**src/rtl/profile_ci_dispatch_if.sv**
```systemverilog
// Bundle of CPU custom-instruction signals and the four-slave fan-out
// handled by profile_ci_dispatch.
interface profile_ci_dispatch_if;
    logic         start;
    logic [7:0]   ciN;
    logic [31:0]  valueA;
    logic [31:0]  valueB;
    logic         done;
    logic [31:0]  result;
    logic [3:0]   slaveStart;
    logic [31:0]  slaveValueA;
    logic [31:0]  slaveValueB;
    logic [3:0]   slaveDone;
    logic [127:0] slaveResult;
    logic         timeoutFlag;

    // The dispatcher itself sits on the slave side of this bundle.
    modport slave (
        input  start, ciN, valueA, valueB, slaveDone, slaveResult,
        output done, result, slaveStart, slaveValueA, slaveValueB, timeoutFlag
    );

    modport master (
        output start, ciN, valueA, valueB, slaveDone, slaveResult,
        input  done, result, slaveStart, slaveValueA, slaveValueB, timeoutFlag
    );
endinterface

```
**src/rtl/profile_ci_dispatch.sv**
```systemverilog
// Routes a CPU custom instruction to one of four slaves by ID, waits for the
// target's done (bounded by TIMEOUT) and returns its result as a one-cycle pulse.
module profile_ci_dispatch #(
    parameter logic [7:0]  ID0     = 8'h00,
    parameter logic [7:0]  ID1     = 8'h01,
    parameter logic [7:0]  ID2     = 8'h02,
    parameter logic [7:0]  ID3     = 8'h03,
    parameter int unsigned TIMEOUT = 255
) (
    input logic                  clock,
    input logic                  reset,
    profile_ci_dispatch_if.slave bus
);

    typedef enum logic [1:0] {IDLE, WAIT, RESP} state_t;

    localparam logic [16:0] TIMEOUT_L = 17'(TIMEOUT);

    state_t      state;
    logic [1:0]  target;
    logic [15:0] wait_cnt;

    logic        hit;
    logic [1:0]  hit_idx;
    logic        tgt_done;
    logic [31:0] tgt_result;

    // Lowest matching index wins when several IDs are equal.
    // NOTE: every always_comb output gets a default first so no latch is inferred.
    always_comb begin
        hit     = 1'b1;
        hit_idx = 2'd0;
        if (bus.ciN == ID0)      hit_idx = 2'd0;
        else if (bus.ciN == ID1) hit_idx = 2'd1;
        else if (bus.ciN == ID2) hit_idx = 2'd2;
        else if (bus.ciN == ID3) hit_idx = 2'd3;
        else                     hit     = 1'b0;
    end

    assign tgt_done   = bus.slaveDone[target];
    assign tgt_result = bus.slaveResult[{target, 5'd0} +: 32];

    // NOTE: sequential state uses non-blocking assignments only; reset clears every register.
    always_ff @(posedge clock or negedge reset) begin
        if (!reset) begin
            state           <= IDLE;
            target          <= 2'd0;
            wait_cnt        <= '0;
            bus.done        <= 1'b0;
            bus.result      <= '0;
            bus.slaveStart  <= '0;
            bus.slaveValueA <= '0;
            bus.slaveValueB <= '0;
            bus.timeoutFlag <= 1'b0;
        end else begin
            case (state)
                IDLE: begin
                    if (bus.start && hit) begin
                        state           <= WAIT;
                        target          <= hit_idx;
                        wait_cnt        <= '0;
                        bus.slaveStart  <= 4'b0001 << hit_idx;
                        bus.slaveValueA <= bus.valueA;
                        bus.slaveValueB <= bus.valueB;
                    end
                end
                WAIT: begin
                    bus.slaveStart <= '0;
                    // A target done in the timeout cycle still delivers its real result.
                    if (tgt_done) begin
                        bus.result <= tgt_result;
                        bus.done   <= 1'b1;
                        state      <= RESP;
                    end else if (({1'b0, wait_cnt} + 17'd1) == TIMEOUT_L) begin
                        wait_cnt        <= wait_cnt + 16'd1;
                        bus.result      <= 32'hFFFF_FFFF;
                        bus.timeoutFlag <= 1'b1;
                        bus.done        <= 1'b1;
                        state           <= RESP;
                    end else begin
                        wait_cnt <= wait_cnt + 16'd1;
                    end
                end
                RESP: begin
                    bus.done   <= 1'b0;
                    bus.result <= '0;
                    state      <= IDLE;
                end
                default: state <= IDLE;
            endcase
        end
    end

endmodule

```
**src/flat_wrapper.sv**
```systemverilog
// flat-port wrapper written by rule: the top's interface ports become plain ports
module profile_ci_dispatch_flat 
#(
    parameter logic [7:0]  ID0     = 8'h00,
    parameter logic [7:0]  ID1     = 8'h01,
    parameter logic [7:0]  ID2     = 8'h02,
    parameter logic [7:0]  ID3     = 8'h03,
    parameter int unsigned TIMEOUT = 255
)
  (clock, reset, bus_start, bus_ciN, bus_valueA, bus_valueB, bus_slaveDone, bus_slaveResult, bus_done, bus_result, bus_slaveStart, bus_slaveValueA, bus_slaveValueB, bus_timeoutFlag);
  profile_ci_dispatch_if bus_i ();
  input logic clock;
  input logic reset;
  input wire logic [$bits(bus_i.start)-1:0] bus_start;
  input wire logic [$bits(bus_i.ciN)-1:0] bus_ciN;
  input wire logic [$bits(bus_i.valueA)-1:0] bus_valueA;
  input wire logic [$bits(bus_i.valueB)-1:0] bus_valueB;
  input wire logic [$bits(bus_i.slaveDone)-1:0] bus_slaveDone;
  input wire logic [$bits(bus_i.slaveResult)-1:0] bus_slaveResult;
  output wire logic [$bits(bus_i.done)-1:0] bus_done;
  output wire logic [$bits(bus_i.result)-1:0] bus_result;
  output wire logic [$bits(bus_i.slaveStart)-1:0] bus_slaveStart;
  output wire logic [$bits(bus_i.slaveValueA)-1:0] bus_slaveValueA;
  output wire logic [$bits(bus_i.slaveValueB)-1:0] bus_slaveValueB;
  output wire logic [$bits(bus_i.timeoutFlag)-1:0] bus_timeoutFlag;
  assign bus_i.start = bus_start;
  assign bus_i.ciN = bus_ciN;
  assign bus_i.valueA = bus_valueA;
  assign bus_i.valueB = bus_valueB;
  assign bus_i.slaveDone = bus_slaveDone;
  assign bus_i.slaveResult = bus_slaveResult;
  assign bus_done = bus_i.done;
  assign bus_result = bus_i.result;
  assign bus_slaveStart = bus_i.slaveStart;
  assign bus_slaveValueA = bus_i.slaveValueA;
  assign bus_slaveValueB = bus_i.slaveValueB;
  assign bus_timeoutFlag = bus_i.timeoutFlag;
  profile_ci_dispatch #(.ID0(ID0), .ID1(ID1), .ID2(ID2), .ID3(ID3), .TIMEOUT(TIMEOUT)) u_core (.clock(clock), .reset(reset), .bus(bus_i));
endmodule
```
**config.mk**
```make
export PLATFORM = sky130hd
export DESIGN_NAME = profile_ci_dispatch_flat
export DESIGN_NICKNAME = d
export VERILOG_FILES = /design/src/rtl/profile_ci_dispatch_if.sv /design/src/rtl/profile_ci_dispatch.sv /design/src/flat_wrapper.sv
export SDC_FILE = /design/constraint.sdc
export NUM_CORES = 1
export LEC_CHECK = 0
export CAP_MARGIN = 20
export CORE_ASPECT_RATIO = 0.7
export CORE_MARGIN = 3
export CORE_UTILIZATION = 45
export CTS_CLUSTER_SIZE = 8
export DETAILED_ROUTE_END_ITERATION = 7
export PLACE_DENSITY_LB_ADDON = 0.05
export SYNTH_ARGS = -nofsm -noshare
export SYNTH_HDL_FRONTEND = slang
export SYNTH_SLANG_ARGS = --single-unit
```
**constraint.sdc**
```tcl
create_clock -name clock -period 5.2 [get_ports clock]
set_input_delay 1.04 -clock clock [delete_from_list [all_inputs] [get_ports clock]]
set_output_delay 1.04 -clock clock [all_outputs]
set_load 0.01 [all_outputs]
```
==> summary.txt, run 1 <==
Run status
  – Outcome: complete, no violations

Critical path
  – Reg2reg path depth: 8
  – Reg-to-Reg End: u_core.bus.result[0]
  – Reg2Reg Launch Point: u_core.wait_cnt[0]
  – WS Path Type: reg2reg
  – Crit path DAT: 3.49 ns
  – Critical Path RT: 5.49 ns
  – Crit. End Element: flip-flop
  – Critical Path Fanout Max: 33
  – CP Launch Type: flip-flop
  – Register-to-register setup slack: 2.01 ns

Yosys
  – Main combinational cell family by area after synthesis: simple AND/OR/NAND/NOR gates
  – Synth Cell Area: 6500 um^2
  – Synth Area in Compound Gates: 6.45%
  – Synth Area in XOR/XNOR: 0.539%
  – Simple-gate share of the synthesized area: 21.7%
  – Post-synth EDFFs: 0
  – Sequential share of the synthesized area: 47.0%
  – Synth unique cells: 49
  – Async S/R FF share, synth: 100%
  – Synth warnings: 0
  – Post-Synthesis Cells: 667
  – Synthesized flop and latch total: 122
  – Synth Flop Type: dfrtp_1
  – Syn_area_per_cell: 9.74 um^2
  – Mux contribution to synthesized area: 19.6%
  – Post-Synth Adder-Cell Area: 0.963%
  – Syn_nets: 879

Floorplan
  – Die area: 15900 um^2
  – Starting Density: 46.4%
  – DIE WIDTH: 150 um
  – Die height: 107 um
  – Core area: 14000 um^2
  – Std cell rows: 36
  – # IOs: 309

Hold path
  – Worst Hold Endpoint: u_core.bus.slaveValueA[24]
  – Depth of the worst hold-timing path: 2
  – Hold crit path type: reg2reg
  – Worst hold start: u_core.bus.slaveValueA[24]

Finish
  – Area Overhead vs Synth: 58.6%
  – Nets: 1169
  – Fillers: 975
  – Finished Cell Area: 10300 um^2
  – Layout cell share with drive strength beyond 1: 11.6%

Global routing
  – Antenna violations before repair: 0
  – GRT Total Usage: 27.7%
  – First-pass GRT wire length: 34000 um
  – Largest net degree at the start of global routing: 82
  – Final global-route overflow total: 0
  – Vias in the first global route: 6140

Clocking
  – Clock Latency Late Sink: 0.42 ns
  – Post-CTS Setup Bufs: 0
  – Cts bufs inserted: 17
  – CTS tree: done
  – # H-tree levels: 4
  – Resized cells post-CTS: 0
  – CTS Buffer Depth: 2
  – Hold buffers post-CTS: 0
  – Sinks on Clock Net: 122
  – CTS root buffer: clkbuf_16
  – Worst-path clk slew: 0.06 ns

STA
  – Crit share post-route: 61.4%
  – Unrepaired setup endpoints after global routing: false
  – Max-slew headroom: 36.2%
  – Total Neg Setup Slack: 0 ns
  – Slew Limit Fails: 0
  – Fmax: 313 MHz
  – Final min period: 3.19 ns
  – Actual slew at the worst max-slew pin: 0.944 ns
  – Clock Skew: 0.00899 ns
  – Final setup fails: 0
  – Final hold vios: 0

Power and ir drop
  – Pleak: 4.42 nW
  – Pwr dens: 380 nW/um^2
  – Cell Int Power: 0.00275 W
  – Clock power share: 29.1%
  – Net Sw Frac: 29.8%
  – Sequential share of power: 33.9%
  – Combinational fraction of design power: 37.0%
  – VDD IR max: 0.264 mV
  – Psw: 0.00117 W

Detailed routing
  – Wire per inst: 19.0 um
  – First drt pass iteration count: 5
  – Drt drc: 0
  – Post-DRT Antenna Nets: 0
  – Vias: 6236
  – Drt total wl: 22100 um
  – Iteration-0 DRC Markers: 465
  – DR vias/cell: 5.37

Place
  – Port Buffers: 308
  – GP Congestion: 0.960
  – Post-DP HPWL: 16000 um
  – Dpl cell area: 9650 um^2

Job
  – Max-cap violations: 0
-- worst max path at each step --
stage          slack, ns                    end               start  depth (start not counted)
5_1_grt             1.82   u_core.bus.result[0]  u_core.wait_cnt[0]                          8
4_1_cts             2.05   u_core.bus.result[0]  u_core.wait_cnt[0]                          8
6_report            2.01   u_core.bus.result[0]  u_core.wait_cnt[0]                          8
3_3_place_gp        1.89  u_core.bus.result[12]    bus_slaveDone[3]                          7
2_1_floorplan       2.54     u_core.wait_cnt[9]    bus_slaveDone[3]                          8
3_5_place_dp        1.69     u_core.wait_cnt[6]          bus_ciN[3]                          7
-- metal layers --
metal	up-vias	routed length, um	global-route usage [%]
met5	-	0	0
met2	338	10300	41.8
li1	2846	-	-
met3	44	2310	9.16
met1	3008	8870	37.1
met4	0	684	10.9
-- critical path, cell delays in order (launching register included) --
cell       delay, ns
dfrtp_1         0.51
ha_1            0.33
nand4_1         0.30
nor3_1          0.34
o211ai_1        0.14
o2bb2ai_1       0.22
o31ai_4         0.26
buf_4           0.54
mux2_2          0.40
-- cells in the mapped netlist, types with 8 or more instances --
cell type,number,area share [%]
nor3_1,8,0.62
nand4_1,9,0.87
nand3_1,11,0.85
inv_1,9,0.52
dfrtp_1,122,47
a21oi_1,9,0.69
o21ai_0,30,2.3
nand2_1,213,12
mux2_4,29,6.7
nor2_1,87,5.0
clkbuf_1,29,1.7
mux4_2,33,11
-- layout make-up --
type                       instances  area, um^2  area share (%)
antenna                            1        2.50          0.0243
clock buffer                      23         488            4.74
clock inverter                     9        87.6           0.850
inverter                           9        33.8           0.328
multi-input combinational        491        3210            31.1
sequential                       122        3050            29.6
tap                              190         238            2.31
timing repair buffer             316        3190            31.0
-- cell families (layout without fill, tap and decap cells) --
kind of cell / count (synthesis) / count (layout)
and+or+nand+nor: 346 / 346
DFF: 122 / 122
muxes: 71 / 71
AOI/OAI and AO/OA: 65 / 65
buffers and inverters: 54 / 357
adders and majority gates: 5 / 5
xor gates and xnor gates: 4 / 4
other: 0 / 1
-- cell usage in the layout, fill, tap and decap left out, types with 2 or more instances in the layout --
master,count
clkdlybuf4s50_1,307
nand2_1,212
dfrtp_1,121
nor2_1,87
mux4_2,33
o21ai_0,30
mux2_4,29
clkbuf_16,17
nand3_1,11
nand4_1,9
a21oi_1,9
inv_1,8
nor3_1,8
mux2_2,6
o31ai_1,6
buf_4,6
ha_1,5
and4_1,4
clkbuf_8,4
clkinvlp_4,4
mux2i_1,3
or3_1,3
and2_1,3
a22oi_1,3
o211ai_1,2
xnor2_1,2
xor2_1,2
a211o_1,2
a221oi_1,2
clkbuf_1,2
clkinv_2,2
inv_6,2
buf_16,2
-- state kept, by name, summed over array words and instances, names as in the netlist --
register / flops
u_core.bus.done: 1
u_core.bus.result: 32
u_core.bus.slaveStart: 4
u_core.bus.slaveValueA: 32
u_core.bus.slaveValueB: 32
u_core.bus.timeoutFlag: 1
u_core.state: 2
u_core.target: 2
u_core.wait_cnt: 16
-- per-stage QoR --
stage / utilization, % / hold slack [ns] / setup WS [ns] / instances / power [W]
5_1_grt: 73.5 / 0.472 / 1.82 / 1160 / 0.00410
3_5_place_dp: 68.9 / 0.461 / 1.69 / 1125 / 0.00276
6_report: 73.5 / 0.469 / 2.01 / 1161 / 0.00391
2_1_floorplan: - / 0.491 / 2.54 / 667 / 0.00200
3_3_place_gp: 68.9 / 0.457 / 1.89 / 1125 / 0.00273
4_1_cts: 73.0 / 0.475 / 2.05 / 1157 / 0.00392
-- power groups by stage --
stage	logic, W	clock network [W]	registers [W]
2_1_floorplan	0.000593	0	0.00141
3_3_place_gp	0.00140	0	0.00133
3_5_place_dp	0.00143	0	0.00133
4_1_cts	0.00144	0.00115	0.00133
5_1_grt	0.00154	0.00120	0.00136
6_report	0.00145	0.00114	0.00133
No activity file was read; power rests on OpenSTA's default activity.
==> run 2: changes to the inputs <==
--- a/config.mk
+++ b/config.mk
@@ -8,7 +8,7 @@
 export CAP_MARGIN = 20
 export CORE_ASPECT_RATIO = 0.7
 export CORE_MARGIN = 3
-export CORE_UTILIZATION = 45
+export CORE_UTILIZATION = 42
 export CTS_CLUSTER_SIZE = 8
 export DETAILED_ROUTE_END_ITERATION = 7
 export PLACE_DENSITY_LB_ADDON = 0.05
==> constraint.sdc (replaced) <==
create_clock -name clock -period 3.2 [get_ports clock]
set_input_delay 0.64 -clock clock [delete_from_list [all_inputs] [get_ports clock]]
set_output_delay 0.64 -clock clock [all_outputs]
set_load 0.01 [all_outputs]
==> summary.txt, run 2 (synthesized netlist as in run 1, its figures left out) <==
Run status
  – Outcome: complete, no violations

STA
  – Actual slew at the worst max-slew pin: 0.719 ns
  – Final hold vios: 0
  – Final setup fails: 0
  – Slew Limit Fails: 0
  – Final min period: 2.89 ns
  – Total Neg Setup Slack: 0 ns
  – Max-slew headroom: 52.1%
  – Fmax: 346 MHz
  – Clock Skew: 0.0134 ns
  – Unrepaired setup endpoints after global routing: false
  – Crit share post-route: 90.2%

Detailed routing
  – Post-DRT Antenna Nets: 0
  – DR vias/cell: 5.21
  – Iteration-0 DRC Markers: 449
  – Wire per inst: 18.8 um
  – Drt total wl: 22000 um
  – Drt drc: 0
  – First drt pass iteration count: 5
  – Vias: 6090

Finish
  – Top Registers: u_core.bus.result x32, u_core.bus.slaveValueA x32, u_core.bus.slaveValueB x32
  – Fillers: 1141
  – Layout cell share with drive strength beyond 1: 12.2%
  – Finished Cell Area: 10300 um^2
  – Area Overhead vs Synth: 58.7%
  – Register area: 3050 um^2
  – Multi-input logic area: 3210 um^2
  – Most frequent cells in the layout: clkdlybuf4s50_1 (307), nand2_1 (212), dfrtp_1 (121)
  – Nets: 1173
  – Most common cell after layout, fill and taps aside: clkdlybuf4s50_1

Clocking
  – Sinks on Clock Net: 122
  – CTS tree: done
  – Hold buffers post-CTS: 0
  – Clock Latency Late Sink: 0.41 ns
  – Worst-path clk slew: 0.06 ns
  – Cts bufs inserted: 17
  – CTS root buffer: clkbuf_16
  – # H-tree levels: 4
  – CTS Buffer Depth: 2
  – Resized cells post-CTS: 0
  – Post-CTS Setup Bufs: 0

Place
  – Post-DP HPWL: 16500 um
  – GP Congestion: 0.865
  – Port Buffers: 308
  – Dpl cell area: 9750 um^2

Power and ir drop
  – Pleak: 4.43 nW
  – Net Sw Frac: 30.2%
  – Cell Int Power: 0.00441 W
  – Sequential share of power: 34.2%
  – Psw: 0.00191 W
  – Combinational fraction of design power: 37.4%
  – Clock power share: 28.5%
  – Pwr dens: 613 nW/um^2
  – VDD IR max: 0.429 mV

Job
  – Max-cap violations: 0

Floorplan
  – Std cell rows: 37
  – Core area: 14900 um^2
  – # IOs: 309
  – Starting Density: 43.6%
  – Die area: 17000 um^2
  – Die height: 110 um
  – DIE WIDTH: 155 um

Critical path
  – Register-to-register setup slack: 0.31 ns
  – Critical Path RT: 3.48 ns
  – WS Path Type: reg2reg
  – Crit path DAT: 3.17 ns
  – Critical Path Fanout Max: 33
  – CP Launch Type: flip-flop
  – Crit. End Element: flip-flop

Global routing
  – Largest net degree at the start of global routing: 65
  – Vias in the first global route: 6100
  – Final global-route overflow total: 0
  – GRT Total Usage: 25.4%
  – First-pass GRT wire length: 33800 um
  – Antenna violations before repair: 0

Hold path
  – Hold crit path type: in2async
[run 2: worst max-delay path, cell delays in order, from the launching register on]
cell,delay (ns)
dfrtp_1,0.47
ha_1,0.34
nand4_1,0.25
nor3_1,0.33
o211ai_1,0.14
o2bb2ai_1,0.21
o31ai_4,0.32
buf_12,0.29
mux2_2,0.37
[run 2: cell type report]
type / instances / share of cell area (%)
inverters: 9 / 0.328
clock inverters: 14 / 1.20
diodes: 1 / 0.0243
repair buffers: 320 / 31.1
flip-flops and latches: 122 / 29.6
multi-input cells: 491 / 31.1
clock buffers: 18 / 4.26
well taps: 195 / 2.37
[run 2: metrics by stage]
step / util (%) / power, W / hold slack, ns / cells / setup WS (ns)
2_1_floorplan: - / 0.00325 / 0.344 / 667 / 0.721
3_3_place_gp: 65.4 / 0.00448 / 0.458 / 1137 / 0.371
3_5_place_dp: 65.4 / 0.00454 / 0.461 / 1137 / 0.275
4_1_cts: 69.2 / 0.00637 / 0.300 / 1169 / 0.343
5_1_grt: 69.2 / 0.00663 / 0.319 / 1169 / 0.121
6_report: 69.2 / 0.00632 / 0.281 / 1170 / 0.313
[run 2: path summary, 6_finish.rpt]
| check | startpoint | to | cells after the start |
|---|---|---|---|
| setup / recovery | u_core.wait_cnt[1] | u_core.bus.result[1] | 8 |
| hold / removal | reset | u_core.bus.slaveValueA[18] | 1 |
| setup reg to reg | u_core.wait_cnt[1] | u_core.bus.result[1] | 8 |
| hold reg to reg | u_core.bus.slaveValueB[6] | u_core.bus.slaveValueB[6] | 2 |
| max in group asynchronous | reset | u_core.bus.slaveValueA[9] | 2 |
| min in group clock | u_core.bus.slaveValueB[6] | u_core.bus.slaveValueB[6] | 2 |
[run 2: power groups by stage]
stage                     clock, W  combinational (W)  sequential (W)
after global routing       0.00192            0.00252         0.00220
after CTS                  0.00184            0.00238         0.00215
after global placement           0            0.00232         0.00216
after detailed placement         0            0.00237         0.00217
final                      0.00180            0.00236         0.00216
after floorplan                  0           0.000963         0.00229
[run 2: layer usage]
| metal | share of wire (%) | GRT usage (%) |
|---|---|---|
| met1 | 41 | 32.1 |
| met2 | 50 | 43.5 |
| met3 | 7.4 | 8.31 |
| met4 | 1.6 | 5.04 |
| met5 | 0 | 0 |
